--- src/rtl/axi_mem_arbiter_if.sv ---
// Line-size constants shared by the core's memory-side blocks.
// Also defines axi_inf, the reduced AXI bundle used between the caches and memory.
package multicore_pkg;
    localparam int WORDS_PER_LINE = 4;
endpackage

interface axi_inf #(
    parameter int ADDR_SIZE = 32,
    parameter int DATA_SIZE = 32
);
    logic [ADDR_SIZE-1:0] ar_addr;
    logic                 ar_valid;
    logic                 ar_ready;
    logic [DATA_SIZE-1:0] r_data;
    logic                 r_valid;
    logic                 r_last;
    logic                 r_ready;
    logic [ADDR_SIZE-1:0] aw_addr;
    logic                 aw_valid;
    logic                 aw_ready;
    logic [DATA_SIZE-1:0] w_data;
    logic                 w_valid;
    logic                 w_last;
    logic                 w_ready;
    logic                 b_valid;
    logic                 b_ready;

    modport master (
        output ar_addr, ar_valid, input ar_ready,
        input  r_data, r_valid, r_last, output r_ready,
        output aw_addr, aw_valid, input aw_ready,
        output w_data, w_valid, w_last, input w_ready,
        input  b_valid, output b_ready
    );

    modport slave (
        input  ar_addr, ar_valid, output ar_ready,
        output r_data, r_valid, r_last, input r_ready,
        input  aw_addr, aw_valid, output aw_ready,
        input  w_data, w_valid, w_last, output w_ready,
        output b_valid, input b_ready
    );
endinterface

--- src/rtl/axi_mem_arbiter.sv ---
// Shares one memory AXI port between the I-cache (s0) and D-cache (s1), holding each grant for a full burst.
// Define AXI_ARB_RR_EN for round-robin arbitration; otherwise s1 has fixed priority.
module axi_mem_arbiter
    import multicore_pkg::*;
#(
    parameter int BEATS     = WORDS_PER_LINE,
    parameter int ADDR_SIZE = 32
) (
    input  logic       i_aclk,
    input  logic       i_reset,
    axi_inf.slave      s0,
    axi_inf.slave      s1,
    axi_inf.master     m,
    output logic [1:0] o_rd_owner,
    output logic [1:0] o_wr_owner,
    output logic       o_err
);
    localparam int               CNT_W    = $clog2(BEATS) + 1;
    localparam logic [CNT_W-1:0] CNT_MAX  = CNT_W'(BEATS);
    localparam logic [CNT_W-1:0] CNT_LAST = CNT_W'(BEATS - 1);

    typedef enum logic [1:0] {R_IDLE, R_ADDR, R_DATA} rd_state_t;
    typedef enum logic [1:0] {W_IDLE, W_ADDR, W_DATA, W_RESP} wr_state_t;

    rd_state_t            rd_state, rd_state_nx;
    wr_state_t            wr_state, wr_state_nx;
    logic                 rd_sel, rd_sel_nx;
    logic                 wr_sel, wr_sel_nx;
    logic                 rd_pick, wr_pick;
    logic [CNT_W-1:0]     rd_cnt, wr_cnt;
    logic                 ar_hs, r_hs, aw_hs, w_hs, b_hs;
    logic                 rd_err_set, wr_err_set;
    logic                 rd_req, rd_rready;
    logic                 wr_req, wr_wvalid, wr_wlast, wr_bready;
    logic [ADDR_SIZE-1:0] rd_addr, wr_addr;

`ifdef AXI_ARB_RR_EN
    logic rd_last_win, wr_last_win;

    // Last-winner only moves on a contested grant, so a lone request never costs the other port its turn.
    always_ff @(posedge i_aclk) begin
        if (i_reset) begin
            rd_last_win <= 1'b1;
            wr_last_win <= 1'b1;
        end else begin
            if (rd_state == R_IDLE && s0.ar_valid && s1.ar_valid) rd_last_win <= rd_pick;
            if (wr_state == W_IDLE && s0.aw_valid && s1.aw_valid) wr_last_win <= wr_pick;
        end
    end

    assign rd_pick = (s0.ar_valid && s1.ar_valid) ? ~rd_last_win : s1.ar_valid;
    assign wr_pick = (s0.aw_valid && s1.aw_valid) ? ~wr_last_win : s1.aw_valid;
`else
    assign rd_pick = s1.ar_valid;
    assign wr_pick = s1.aw_valid;
`endif

    always_ff @(posedge i_aclk) begin
        if (i_reset) begin
            rd_state <= R_IDLE;
            wr_state <= W_IDLE;
            rd_sel   <= 1'b0;
            wr_sel   <= 1'b0;
            rd_cnt   <= '0;
            wr_cnt   <= '0;
            o_err    <= 1'b0;
        end else begin
            rd_state <= rd_state_nx;
            wr_state <= wr_state_nx;
            rd_sel   <= rd_sel_nx;
            wr_sel   <= wr_sel_nx;
            if (ar_hs)
                rd_cnt <= '0;
            else if (r_hs && rd_cnt != CNT_MAX)
                rd_cnt <= rd_cnt + 1'b1;
            if (aw_hs)
                wr_cnt <= '0;
            else if (w_hs && wr_cnt != CNT_MAX)
                wr_cnt <= wr_cnt + 1'b1;
            if (rd_err_set || wr_err_set)
                o_err <= 1'b1;
        end
    end

    // A beat is wrong if last lands off the final count, or the final count passes without last.
    assign rd_err_set = r_hs && (m.r_last ? (rd_cnt != CNT_LAST) : (rd_cnt >= CNT_LAST));
    assign wr_err_set = w_hs && (wr_wlast ? (wr_cnt != CNT_LAST) : (wr_cnt >= CNT_LAST));

    assign o_rd_owner = (rd_state == R_IDLE) ? 2'b00 : (rd_sel ? 2'b10 : 2'b01);
    assign o_wr_owner = (wr_state == W_IDLE) ? 2'b00 : (wr_sel ? 2'b10 : 2'b01);

    always_comb begin
        rd_state_nx = rd_state;
        rd_sel_nx   = rd_sel;
        rd_addr     = rd_sel ? s1.ar_addr  : s0.ar_addr;
        rd_req      = rd_sel ? s1.ar_valid : s0.ar_valid;
        rd_rready   = rd_sel ? s1.r_ready  : s0.r_ready;
        m.ar_addr   = rd_addr;
        m.ar_valid  = 1'b0;
        m.r_ready   = 1'b0;
        s0.ar_ready = 1'b0;
        s1.ar_ready = 1'b0;
        s0.r_valid  = 1'b0;
        s1.r_valid  = 1'b0;
        s0.r_last   = 1'b0;
        s1.r_last   = 1'b0;
        s0.r_data   = m.r_data;
        s1.r_data   = m.r_data;
        ar_hs       = 1'b0;
        r_hs        = 1'b0;
        case (rd_state)
            R_IDLE: begin
                if (s0.ar_valid || s1.ar_valid) begin
                    rd_sel_nx   = rd_pick;
                    rd_state_nx = R_ADDR;
                end
            end
            R_ADDR: begin
                m.ar_valid = rd_req;
                if (rd_sel) s1.ar_ready = m.ar_ready;
                else        s0.ar_ready = m.ar_ready;
                ar_hs = rd_req && m.ar_ready;
                if (ar_hs) rd_state_nx = R_DATA;
            end
            R_DATA: begin
                m.r_ready = rd_rready;
                if (rd_sel) begin
                    s1.r_valid = m.r_valid;
                    s1.r_last  = m.r_last;
                end else begin
                    s0.r_valid = m.r_valid;
                    s0.r_last  = m.r_last;
                end
                r_hs = m.r_valid && rd_rready;
                if (r_hs && m.r_last) rd_state_nx = R_IDLE;
            end
            default: rd_state_nx = R_IDLE;
        endcase
    end

    always_comb begin
        wr_state_nx = wr_state;
        wr_sel_nx   = wr_sel;
        wr_addr     = wr_sel ? s1.aw_addr  : s0.aw_addr;
        wr_req      = wr_sel ? s1.aw_valid : s0.aw_valid;
        wr_wvalid   = wr_sel ? s1.w_valid  : s0.w_valid;
        wr_wlast    = wr_sel ? s1.w_last   : s0.w_last;
        wr_bready   = wr_sel ? s1.b_ready  : s0.b_ready;
        m.aw_addr   = wr_addr;
        m.aw_valid  = 1'b0;
        m.w_data    = wr_sel ? s1.w_data : s0.w_data;
        m.w_last    = wr_wlast;
        m.w_valid   = 1'b0;
        m.b_ready   = 1'b0;
        s0.aw_ready = 1'b0;
        s1.aw_ready = 1'b0;
        s0.w_ready  = 1'b0;
        s1.w_ready  = 1'b0;
        s0.b_valid  = 1'b0;
        s1.b_valid  = 1'b0;
        aw_hs       = 1'b0;
        w_hs        = 1'b0;
        b_hs        = 1'b0;
        case (wr_state)
            W_IDLE: begin
                if (s0.aw_valid || s1.aw_valid) begin
                    wr_sel_nx   = wr_pick;
                    wr_state_nx = W_ADDR;
                end
            end
            W_ADDR: begin
                m.aw_valid = wr_req;
                if (wr_sel) s1.aw_ready = m.aw_ready;
                else        s0.aw_ready = m.aw_ready;
                aw_hs = wr_req && m.aw_ready;
                if (aw_hs) wr_state_nx = W_DATA;
            end
            W_DATA: begin
                m.w_valid = wr_wvalid;
                if (wr_sel) s1.w_ready = m.w_ready;
                else        s0.w_ready = m.w_ready;
                w_hs = wr_wvalid && m.w_ready;
                if (w_hs && wr_wlast) wr_state_nx = W_RESP;
            end
            W_RESP: begin
                m.b_ready = wr_bready;
                if (wr_sel) s1.b_valid = m.b_valid;
                else        s0.b_valid = m.b_valid;
                b_hs = m.b_valid && wr_bready;
                if (b_hs) wr_state_nx = W_IDLE;
            end
            default: wr_state_nx = W_IDLE;
        endcase
    end
endmodule

--- src/flat_wrapper.sv ---
// flat-port wrapper written by rule: the top's interface ports become plain ports
module axi_mem_arbiter_flat import multicore_pkg::*;
#(
    parameter int BEATS     = WORDS_PER_LINE,
    parameter int ADDR_SIZE = 32
)
  (i_aclk, i_reset, o_rd_owner, o_wr_owner, o_err, s0_ar_addr, s0_ar_valid, s0_ar_ready, s0_r_data, s0_r_valid, s0_r_last, s0_r_ready, s0_aw_addr, s0_aw_valid, s0_aw_ready, s0_w_data, s0_w_valid, s0_w_last, s0_w_ready, s0_b_valid, s0_b_ready, s1_ar_addr, s1_ar_valid, s1_ar_ready, s1_r_data, s1_r_valid, s1_r_last, s1_r_ready, s1_aw_addr, s1_aw_valid, s1_aw_ready, s1_w_data, s1_w_valid, s1_w_last, s1_w_ready, s1_b_valid, s1_b_ready, m_ar_addr, m_ar_valid, m_ar_ready, m_r_data, m_r_valid, m_r_last, m_r_ready, m_aw_addr, m_aw_valid, m_aw_ready, m_w_data, m_w_valid, m_w_last, m_w_ready, m_b_valid, m_b_ready);
  axi_inf #(.ADDR_SIZE(ADDR_SIZE)) s0_i ();
  axi_inf #(.ADDR_SIZE(ADDR_SIZE)) s1_i ();
  axi_inf #(.ADDR_SIZE(ADDR_SIZE)) m_i ();
  input  logic i_aclk;
  input  logic i_reset;
  output logic [1:0] o_rd_owner;
  output logic [1:0] o_wr_owner;
  output logic o_err;
  input wire logic [$bits(s0_i.ar_addr)-1:0] s0_ar_addr;
  input wire logic [$bits(s0_i.ar_valid)-1:0] s0_ar_valid;
  output wire logic [$bits(s0_i.ar_ready)-1:0] s0_ar_ready;
  output wire logic [$bits(s0_i.r_data)-1:0] s0_r_data;
  output wire logic [$bits(s0_i.r_valid)-1:0] s0_r_valid;
  output wire logic [$bits(s0_i.r_last)-1:0] s0_r_last;
  input wire logic [$bits(s0_i.r_ready)-1:0] s0_r_ready;
  input wire logic [$bits(s0_i.aw_addr)-1:0] s0_aw_addr;
  input wire logic [$bits(s0_i.aw_valid)-1:0] s0_aw_valid;
  output wire logic [$bits(s0_i.aw_ready)-1:0] s0_aw_ready;
  input wire logic [$bits(s0_i.w_data)-1:0] s0_w_data;
  input wire logic [$bits(s0_i.w_valid)-1:0] s0_w_valid;
  input wire logic [$bits(s0_i.w_last)-1:0] s0_w_last;
  output wire logic [$bits(s0_i.w_ready)-1:0] s0_w_ready;
  output wire logic [$bits(s0_i.b_valid)-1:0] s0_b_valid;
  input wire logic [$bits(s0_i.b_ready)-1:0] s0_b_ready;
  input wire logic [$bits(s1_i.ar_addr)-1:0] s1_ar_addr;
  input wire logic [$bits(s1_i.ar_valid)-1:0] s1_ar_valid;
  output wire logic [$bits(s1_i.ar_ready)-1:0] s1_ar_ready;
  output wire logic [$bits(s1_i.r_data)-1:0] s1_r_data;
  output wire logic [$bits(s1_i.r_valid)-1:0] s1_r_valid;
  output wire logic [$bits(s1_i.r_last)-1:0] s1_r_last;
  input wire logic [$bits(s1_i.r_ready)-1:0] s1_r_ready;
  input wire logic [$bits(s1_i.aw_addr)-1:0] s1_aw_addr;
  input wire logic [$bits(s1_i.aw_valid)-1:0] s1_aw_valid;
  output wire logic [$bits(s1_i.aw_ready)-1:0] s1_aw_ready;
  input wire logic [$bits(s1_i.w_data)-1:0] s1_w_data;
  input wire logic [$bits(s1_i.w_valid)-1:0] s1_w_valid;
  input wire logic [$bits(s1_i.w_last)-1:0] s1_w_last;
  output wire logic [$bits(s1_i.w_ready)-1:0] s1_w_ready;
  output wire logic [$bits(s1_i.b_valid)-1:0] s1_b_valid;
  input wire logic [$bits(s1_i.b_ready)-1:0] s1_b_ready;
  output wire logic [$bits(m_i.ar_addr)-1:0] m_ar_addr;
  output wire logic [$bits(m_i.ar_valid)-1:0] m_ar_valid;
  input wire logic [$bits(m_i.ar_ready)-1:0] m_ar_ready;
  input wire logic [$bits(m_i.r_data)-1:0] m_r_data;
  input wire logic [$bits(m_i.r_valid)-1:0] m_r_valid;
  input wire logic [$bits(m_i.r_last)-1:0] m_r_last;
  output wire logic [$bits(m_i.r_ready)-1:0] m_r_ready;
  output wire logic [$bits(m_i.aw_addr)-1:0] m_aw_addr;
  output wire logic [$bits(m_i.aw_valid)-1:0] m_aw_valid;
  input wire logic [$bits(m_i.aw_ready)-1:0] m_aw_ready;
  output wire logic [$bits(m_i.w_data)-1:0] m_w_data;
  output wire logic [$bits(m_i.w_valid)-1:0] m_w_valid;
  output wire logic [$bits(m_i.w_last)-1:0] m_w_last;
  input wire logic [$bits(m_i.w_ready)-1:0] m_w_ready;
  input wire logic [$bits(m_i.b_valid)-1:0] m_b_valid;
  output wire logic [$bits(m_i.b_ready)-1:0] m_b_ready;
  assign s0_i.ar_addr = s0_ar_addr;
  assign s0_i.ar_valid = s0_ar_valid;
  assign s0_ar_ready = s0_i.ar_ready;
  assign s0_r_data = s0_i.r_data;
  assign s0_r_valid = s0_i.r_valid;
  assign s0_r_last = s0_i.r_last;
  assign s0_i.r_ready = s0_r_ready;
  assign s0_i.aw_addr = s0_aw_addr;
  assign s0_i.aw_valid = s0_aw_valid;
  assign s0_aw_ready = s0_i.aw_ready;
  assign s0_i.w_data = s0_w_data;
  assign s0_i.w_valid = s0_w_valid;
  assign s0_i.w_last = s0_w_last;
  assign s0_w_ready = s0_i.w_ready;
  assign s0_b_valid = s0_i.b_valid;
  assign s0_i.b_ready = s0_b_ready;
  assign s1_i.ar_addr = s1_ar_addr;
  assign s1_i.ar_valid = s1_ar_valid;
  assign s1_ar_ready = s1_i.ar_ready;
  assign s1_r_data = s1_i.r_data;
  assign s1_r_valid = s1_i.r_valid;
  assign s1_r_last = s1_i.r_last;
  assign s1_i.r_ready = s1_r_ready;
  assign s1_i.aw_addr = s1_aw_addr;
  assign s1_i.aw_valid = s1_aw_valid;
  assign s1_aw_ready = s1_i.aw_ready;
  assign s1_i.w_data = s1_w_data;
  assign s1_i.w_valid = s1_w_valid;
  assign s1_i.w_last = s1_w_last;
  assign s1_w_ready = s1_i.w_ready;
  assign s1_b_valid = s1_i.b_valid;
  assign s1_i.b_ready = s1_b_ready;
  assign m_ar_addr = m_i.ar_addr;
  assign m_ar_valid = m_i.ar_valid;
  assign m_i.ar_ready = m_ar_ready;
  assign m_i.r_data = m_r_data;
  assign m_i.r_valid = m_r_valid;
  assign m_i.r_last = m_r_last;
  assign m_r_ready = m_i.r_ready;
  assign m_aw_addr = m_i.aw_addr;
  assign m_aw_valid = m_i.aw_valid;
  assign m_i.aw_ready = m_aw_ready;
  assign m_w_data = m_i.w_data;
  assign m_w_valid = m_i.w_valid;
  assign m_w_last = m_i.w_last;
  assign m_i.w_ready = m_w_ready;
  assign m_i.b_valid = m_b_valid;
  assign m_b_ready = m_i.b_ready;
  axi_mem_arbiter #(.BEATS(BEATS), .ADDR_SIZE(ADDR_SIZE)) u_core (.i_aclk(i_aclk), .i_reset(i_reset), .s0(s0_i), .s1(s1_i), .m(m_i), .o_rd_owner(o_rd_owner), .o_wr_owner(o_wr_owner), .o_err(o_err));
endmodule
--- config.mk ---
export PLATFORM = sky130hd
export DESIGN_NAME = axi_mem_arbiter_flat
export DESIGN_NICKNAME = d
export VERILOG_FILES = /design/src/rtl/axi_mem_arbiter_if.sv /design/src/rtl/axi_mem_arbiter.sv /design/src/flat_wrapper.sv
export SDC_FILE = /design/constraint.sdc
export NUM_CORES = 1
export LEC_CHECK = 0
export CORE_AREA = 2 2 164 166
export DETAILED_ROUTE_END_ITERATION = 10
export DIE_AREA = 0 0 166 168
export PLACE_DENSITY_LB_ADDON = 0.08
export SYNTH_ARGS = -nofsm -noshare
export SYNTH_HDL_FRONTEND = slang
export SYNTH_SLANG_ARGS = --single-unit
--- constraint.sdc ---
create_clock -name i_aclk -period 1.6 [get_ports i_aclk]
set_input_delay 0.4 -clock i_aclk [delete_from_list [all_inputs] [get_ports i_aclk]]
set_output_delay 0.4 -clock i_aclk [all_outputs]
set_load 0.03 [all_outputs]
=== After elaboration in Yosys (flattened, before gate mapping) ===
Cells that the tools add are included.

* Output and inout port bits: 183
* Bits in latches: 0
* Memories: 0
* Register bits after elaboration: 13
* Memory bits (writable): 0
* Input port bits: 244
* ROM bits: 0

* Multiply operators: 0
* Bitwise operators: 0
* Muxes and demuxes: 57
* Div/mod/pow operators: 0
* Reductions and logical operators: 22
* Magnitude comparators: 2
* Shift operators: 0
* Equality and inequality tests: 16
* Add/sub/neg operators: 2

{| class="wikitable"
|+ Operator list
! kind !! count
|-
| $mux 32 || 3
|-
| $mux 1 || 41
|-
| $mux 2 || 11
|-
| $logic_and 1x1->1 || 11
|-
| $ne 2x1->1 const B || 5
|-
| $pmux 2 s4 || 1
|-
| $add 3x1->3 const B || 2
|-
| $eq 2x2->1 const B || 3
|-
| $ge 3x2->1 const B || 2
|-
| $ne 3x2->1 const B || 2
|-
| $ne 3x3->1 const B || 2
|-
| $pmux 2 s3 || 1
|-
| $eq 2x1->1 const B || 2
|-
| $logic_not 2->1 || 2
|-
| $ne 2x2->1 const B || 2
|-
| $reduce_and 2->1 || 2
|-
| $reduce_and 4->1 || 1
|-
| $reduce_or 2->1 || 2
|-
| $logic_or 1x1->1 || 3
|-
| $reduce_and 3->1 || 1
|}

=== Longest topological paths before layout ===
Gate-level depths: netlist of the first run.

* Depth after elaboration: 5
* Gate-level depth with buffers: 6
* Depth with buffers taken out: 6

=== Least setup slack after synthesis of the first run ===
No wires, ideal clock.

* Path type: reg-to-output
* From: register u_core.rd_sel
* To: output port s1_ar_ready
* Data arrival time: 1459 ps
* Cell stages (with the launch flop): 4
* Path slack: -259 ps
* Data required time: 1200 ps
* Cells stage by stage: dfxtp_1 -> buf_2 -> clkbuf_1 -> nor3b_1

* Word-level cells in the longest chain between the ends: 2

{| class="wikitable"
|+ RTL lines
! what !! line !! source
|-
| start: declaration || axi_mem_arbiter.sv:27 || <nowiki>logic rd_sel, rd_sel_nx;</nowiki>
|-
| start signal: assignment || axi_mem_arbiter.sv:70 || <nowiki>rd_sel <= rd_sel_nx;</nowiki>
|-
| $mux 1 || axi_mem_arbiter.sv:120 || <nowiki>if (rd_sel) s1.ar_ready = m.ar_ready;</nowiki>
|-
| $mux 1 || axi_mem_arbiter.sv:111 || <nowiki>case (rd_state)</nowiki>
|-
| end: declaration || flat_wrapper.sv:34 || <nowiki>output wire logic [$bits(s1_i.ar_ready)-1:0] s1_ar_ready;</nowiki>
|}

No other way between the ends.

=== Worst setup path in the final report of the first run ===
* From: register u_core.wr_sel
* To: output port m_w_last

* Word-level cells in the longest chain between the ends: 1

{| class="wikitable"
|+ RTL lines
! what !! line !! source
|-
| start: declaration || axi_mem_arbiter.sv:28 || <nowiki>logic wr_sel, wr_sel_nx;</nowiki>
|-
| start signal: assignment || axi_mem_arbiter.sv:71 || <nowiki>wr_sel <= wr_sel_nx;</nowiki>
|-
| $mux 1 || axi_mem_arbiter.sv:147 || <nowiki>wr_wlast = wr_sel ? s1.w_last : s0.w_last;</nowiki>
|-
| end: declaration || flat_wrapper.sv:60 || <nowiki>output wire logic [$bits(m_i.w_last)-1:0] m_w_last;</nowiki>
|}

No other way between the ends.

==> key figures, run 1 <==
Power and ir drop
  • Power density over the cells: 775 nW/µm²
  • Worst VDD drop: ~0.25 mV
  • Power Total: around 5.7 mW
  • Cell leakage power: 3.13 nW

Setup path
  • CP startpoint kind: register
  • R2R Path Start: u_core.wr_sel
  • Bufs and invs on worst path: 3
  • WP data arrival: 1.42 ns
  • Slowest stage cell on the critical path: sky130_fd_sc_hd__dfxtp_4
  • Required @ worst endpoint: approximately 1.2 ns
  • Startpoint-to-endpoint class of the critical path: reg2out
  • Kind of capture point of the worst setup path: output port
  • Cell family with most CP delay: flip-flops
  • Ordered list of cells on the worst path: buf_8, mux2_4, buf_6, buf_12
  • Launching instance or port of the critical path: u_core.wr_sel
  • Maximum single-stage delay on the critical path: between 0.4 and 0.5 ns
  • Max FO, Critical Path: 9

Final layout
  • Syn-to-layout area delta: 177%
  • Most frequent standard cell in the layout excluding fill and tap cells: sky130_fd_sc_hd__clkdlybuf4s50_1
  • Fraction of layout cells with a size suffix above 1: 0.501
  • Post-route design area: 7370 µm²
  • Highest-count cells in the layout ignoring fill and taps: 204 x sky130_fd_sc_hd__clkdlybuf4s50_1, 84 x sky130_fd_sc_hd__mux2_4, 84 x sky130_fd_sc_hd__buf_6, 37 x sky130_fd_sc_hd__buf_4, 37 x sky130_fd_sc_hd__buf_12
  • Nets@finish: 859

Placed design
  • Total half-perimeter wirelength after legalization and detailed placement: between 10000 and 15000 µm
  • Number of buffers inserted by port buffering: 330
  • Setup WS pre-CTS: -0.625 ns
  • Weighted congestion reported at the end of routability-driven placement: 0.814
  • Cell area reported after detailed placement: around 6200 µm²

Clock network
  • Worst-Skew Late Latency: approximately 0.24 ns
  • H-tree Lvls: 1
  • # hold bufs at CTS: 0
  • Worst-case clock buffer depth: 2
  • TritonCTS clock tree: yes
  • Clock tree sinks: 13
  • Clock-pin slew reported for the worst setup and hold paths after clock tree synthesis: approximately 0.050 ns
  • CTS Root Buffer Type: sky130_fd_sc_hd__clkbuf_16
  • Clock buffer count from CTS: 3

Route
  • Avg WL per Cell: between 15 and 20 µm
  • Vias: 3350
  • Final wirelength: between 15000 and 20000 µm
  • Iteration-0 DRC Markers: 73
  • Remaining antenna violation count: 0
  • DRC errors left: 0
  • Detailed-routing iteration count for the pre-antenna-repair pass: 4
  • Average via count per standard cell: roughly 3.5

Logic synthesis
  • Register bit count reported by yosys: 13
  • Number of distinct library cells after synthesis: 37
  • Synthesized area divided by synthesized cell count: roughly 8.8 µm²
  • Post-Synthesis Net Count: between 500 and 600
  • Sequential-to-total area share from yosys stat: 0.0978
  • Number of warnings issued by yosys: 0
  • Cell area after synthesis: between 2000 and 3000 µm²
  • Cell count after synthesis: about 300

Floorplanning
  • Floorplan Core Area: roughly 26000 µm²
  • Std-Cell Rows: 60
  • Total die area: roughly 28000 µm²
  • Starting utilization of the core area: 0.101
  • Number of top-level pins: ~430
  • Die Y: 168 µm
  • Overall die width: around 170 µm

Timing
  • Number of pins exceeding their max-slew limit in the final report: 0
  • Final setup slack of the worst path: -0.221 ns
  • Minimum clock period: approximately 1.8 ns
  • Measured slew at the worst slew-check pin: about 0.38 ns
  • Endpoints failing hold: 0
  • Maximum clock frequency: about 0.55 GHz
  • RSZ-0062 raised after global routing: yes
  • Part of the cycle the worst path needs: 1.14
  • Headroom to the max-slew limit: 0.741
  • Count of endpoints failing setup in the final report: between 100 and 150
  • Worst Skew: roughly 0.00094 ns
  • Final hold slack: 0.499 ns

Min path
  • Hold Crit Start: u_core.rd_cnt[1]
  • Worst min-delay path class: reg2reg

Global route
  • Total global routing track utilization: 0.110
  • Wire length of the first global-routing pass: 23300 µm
  • Number of global-route vias before repair: about 3.5k
  • Overflow after GRT: 0
  • Number of antenna violations at the first check in global routing: 1
  • Largest net degree at the start of global routing: 20

Status
  • Failing checks: setup timing
  • Status: finished, violations left

Job
  • Number of max-cap violations: 0
registers in the layout, summed over array words and instances (netlist names):
register and count:
u_core.rd_cnt 3, u_core.wr_state 2, u_core.o_err 1, u_core.wr_sel 1, u_core.rd_sel 1, u_core.rd_state 2, u_core.wr_cnt 3
worst register-to-register path, cell delays in order, from the launching register on:
cell and delay, ns:
sky130_fd_sc_hd__dfxtp_4 0.44, sky130_fd_sc_hd__buf_8 0.17, sky130_fd_sc_hd__buf_4 0.12, sky130_fd_sc_hd__and3_4 0.16
sky130_fd_sc_hd__o21ai_2 0.08, sky130_fd_sc_hd__a2111oi_4 0.36, sky130_fd_sc_hd__mux2i_1 0.23
layer usage:
metal	global-route usage	wire length, µm	vias up
met5	0	0	-
met4	0.0219	249	0
met3	0.0200	778	24
met2	0.220	9510	110
met1	0.120	6340	1621
li1	-	-	1595
area by class of cell:
cell class	count	area [µm²]
inverters	9	36.3
well taps	341	427
fillers	2758	19000
repair buffers	378	4260
flip-flops and latches	13	277
diodes	1	2.50
clock buffers	4	78.8
multi-input cells	199	2280
cells by family after synthesis:
family	share of synthesized area
and+or+nand+nor	0.113
DFF	0.0978
buffers and inverters	0.225
adders and majority gates	0.0517
AOI/OAI and AO/OA	0.0635
xor gates and xnor gates	0.00658
muxes	0.442
metrics by stage:
step                      cells   util  TNS [ns]
after floorplan             301      -     -3.06
after global placement      921  0.235    -12.58
after detailed placement    921  0.235    -12.87
after CTS                   939  0.266    -22.22
after global routing        945  0.280    -21.87
final                       945  0.280    -16.90
worst paths after layout:
check	endpoint	slack, ns	cells after the start
worst min register to register	u_core.rd_cnt[1]	0.50	2
worst max register to register	u_core.wr_state[0]	-0.05	6
worst min-delay path	u_core.rd_cnt[1]	0.50	2
worst max-delay path	m_w_last	-0.22	4
synth_stat cells:
library cell                instances  area (µm²)
sky130_fd_sc_hd__a2111oi_4          1        27.5
sky130_fd_sc_hd__nand4_1            1        6.26
sky130_fd_sc_hd__and3b_1            1        8.76
sky130_fd_sc_hd__o21ai_2            1        8.76
sky130_fd_sc_hd__clkbuf_2           1        5.00
sky130_fd_sc_hd__nand3_1            3        15.0
sky130_fd_sc_hd__a2111o_1           1        11.3
sky130_fd_sc_hd__o21bai_1           2        15.0
sky130_fd_sc_hd__mux2_4             1        15.0
sky130_fd_sc_hd__ha_1              11         138
sky130_fd_sc_hd__o21ai_0            2        10.0
sky130_fd_sc_hd__and3_1             7        43.8
sky130_fd_sc_hd__or3_1              1        6.26
sky130_fd_sc_hd__and2_1             2        12.5
sky130_fd_sc_hd__or2_2              1        6.26
sky130_fd_sc_hd__nand2b_1           5        31.3
sky130_fd_sc_hd__o31ai_1            1        7.51
sky130_fd_sc_hd__nand2_1           11        41.3
sky130_fd_sc_hd__nor4_1             1        6.26
sky130_fd_sc_hd__a22oi_1            2        15.0
sky130_fd_sc_hd__mux2i_1            7        70.1
sky130_fd_sc_hd__o21a_1             1        7.51
sky130_fd_sc_hd__nor3b_1            2        15.0
sky130_fd_sc_hd__a2111oi_0          2        17.5
sky130_fd_sc_hd__mux2_2            97        1090
sky130_fd_sc_hd__nor3_1             3        15.0
sky130_fd_sc_hd__buf_2             12        60.1
sky130_fd_sc_hd__clkbuf_1           2        7.51
sky130_fd_sc_hd__dfxtp_1           13         260
sky130_fd_sc_hd__xnor2_1            2        17.5
sky130_fd_sc_hd__buf_4             64         480
sky130_fd_sc_hd__a21oi_1            8        40.0
sky130_fd_sc_hd__inv_1              9        33.8
sky130_fd_sc_hd__nor2b_1            6        37.5
sky130_fd_sc_hd__a211o_1            1        8.76
sky130_fd_sc_hd__buf_6              1        11.3
sky130_fd_sc_hd__nor2_1            15        56.3
report_power, final:
group / internal, mW / switching (mW)
Sequential: 0.382 / 0.0725
Clock: 0.336 / 0.137
Combinational: 2.69 / 2.09
Total: 3.41 / 2.29
repair_timing:
item	in CTS	in global routing
gates resized for setup	151	89
gates cloned	6	1
endpoints found under the setup margin	126	125
buffers inserted	8	6
hold endpoints to repair	0	0
pin swaps	3	4
Power figures use the tool's default switching activity.
==> run 2: changes to the inputs <==
--- a/config.mk
+++ b/config.mk
@@ -6,6 +6,7 @@
 export NUM_CORES = 1
 export LEC_CHECK = 0
 export CORE_AREA = 2 2 164 166
+export CTS_CLUSTER_DIAMETER = 60
 export DETAILED_ROUTE_END_ITERATION = 10
 export DIE_AREA = 0 0 166 168
 export PLACE_DENSITY_LB_ADDON = 0.08
==> results of run 2 <==
The final DEF is identical to that of run 1; final timing and power are the same.
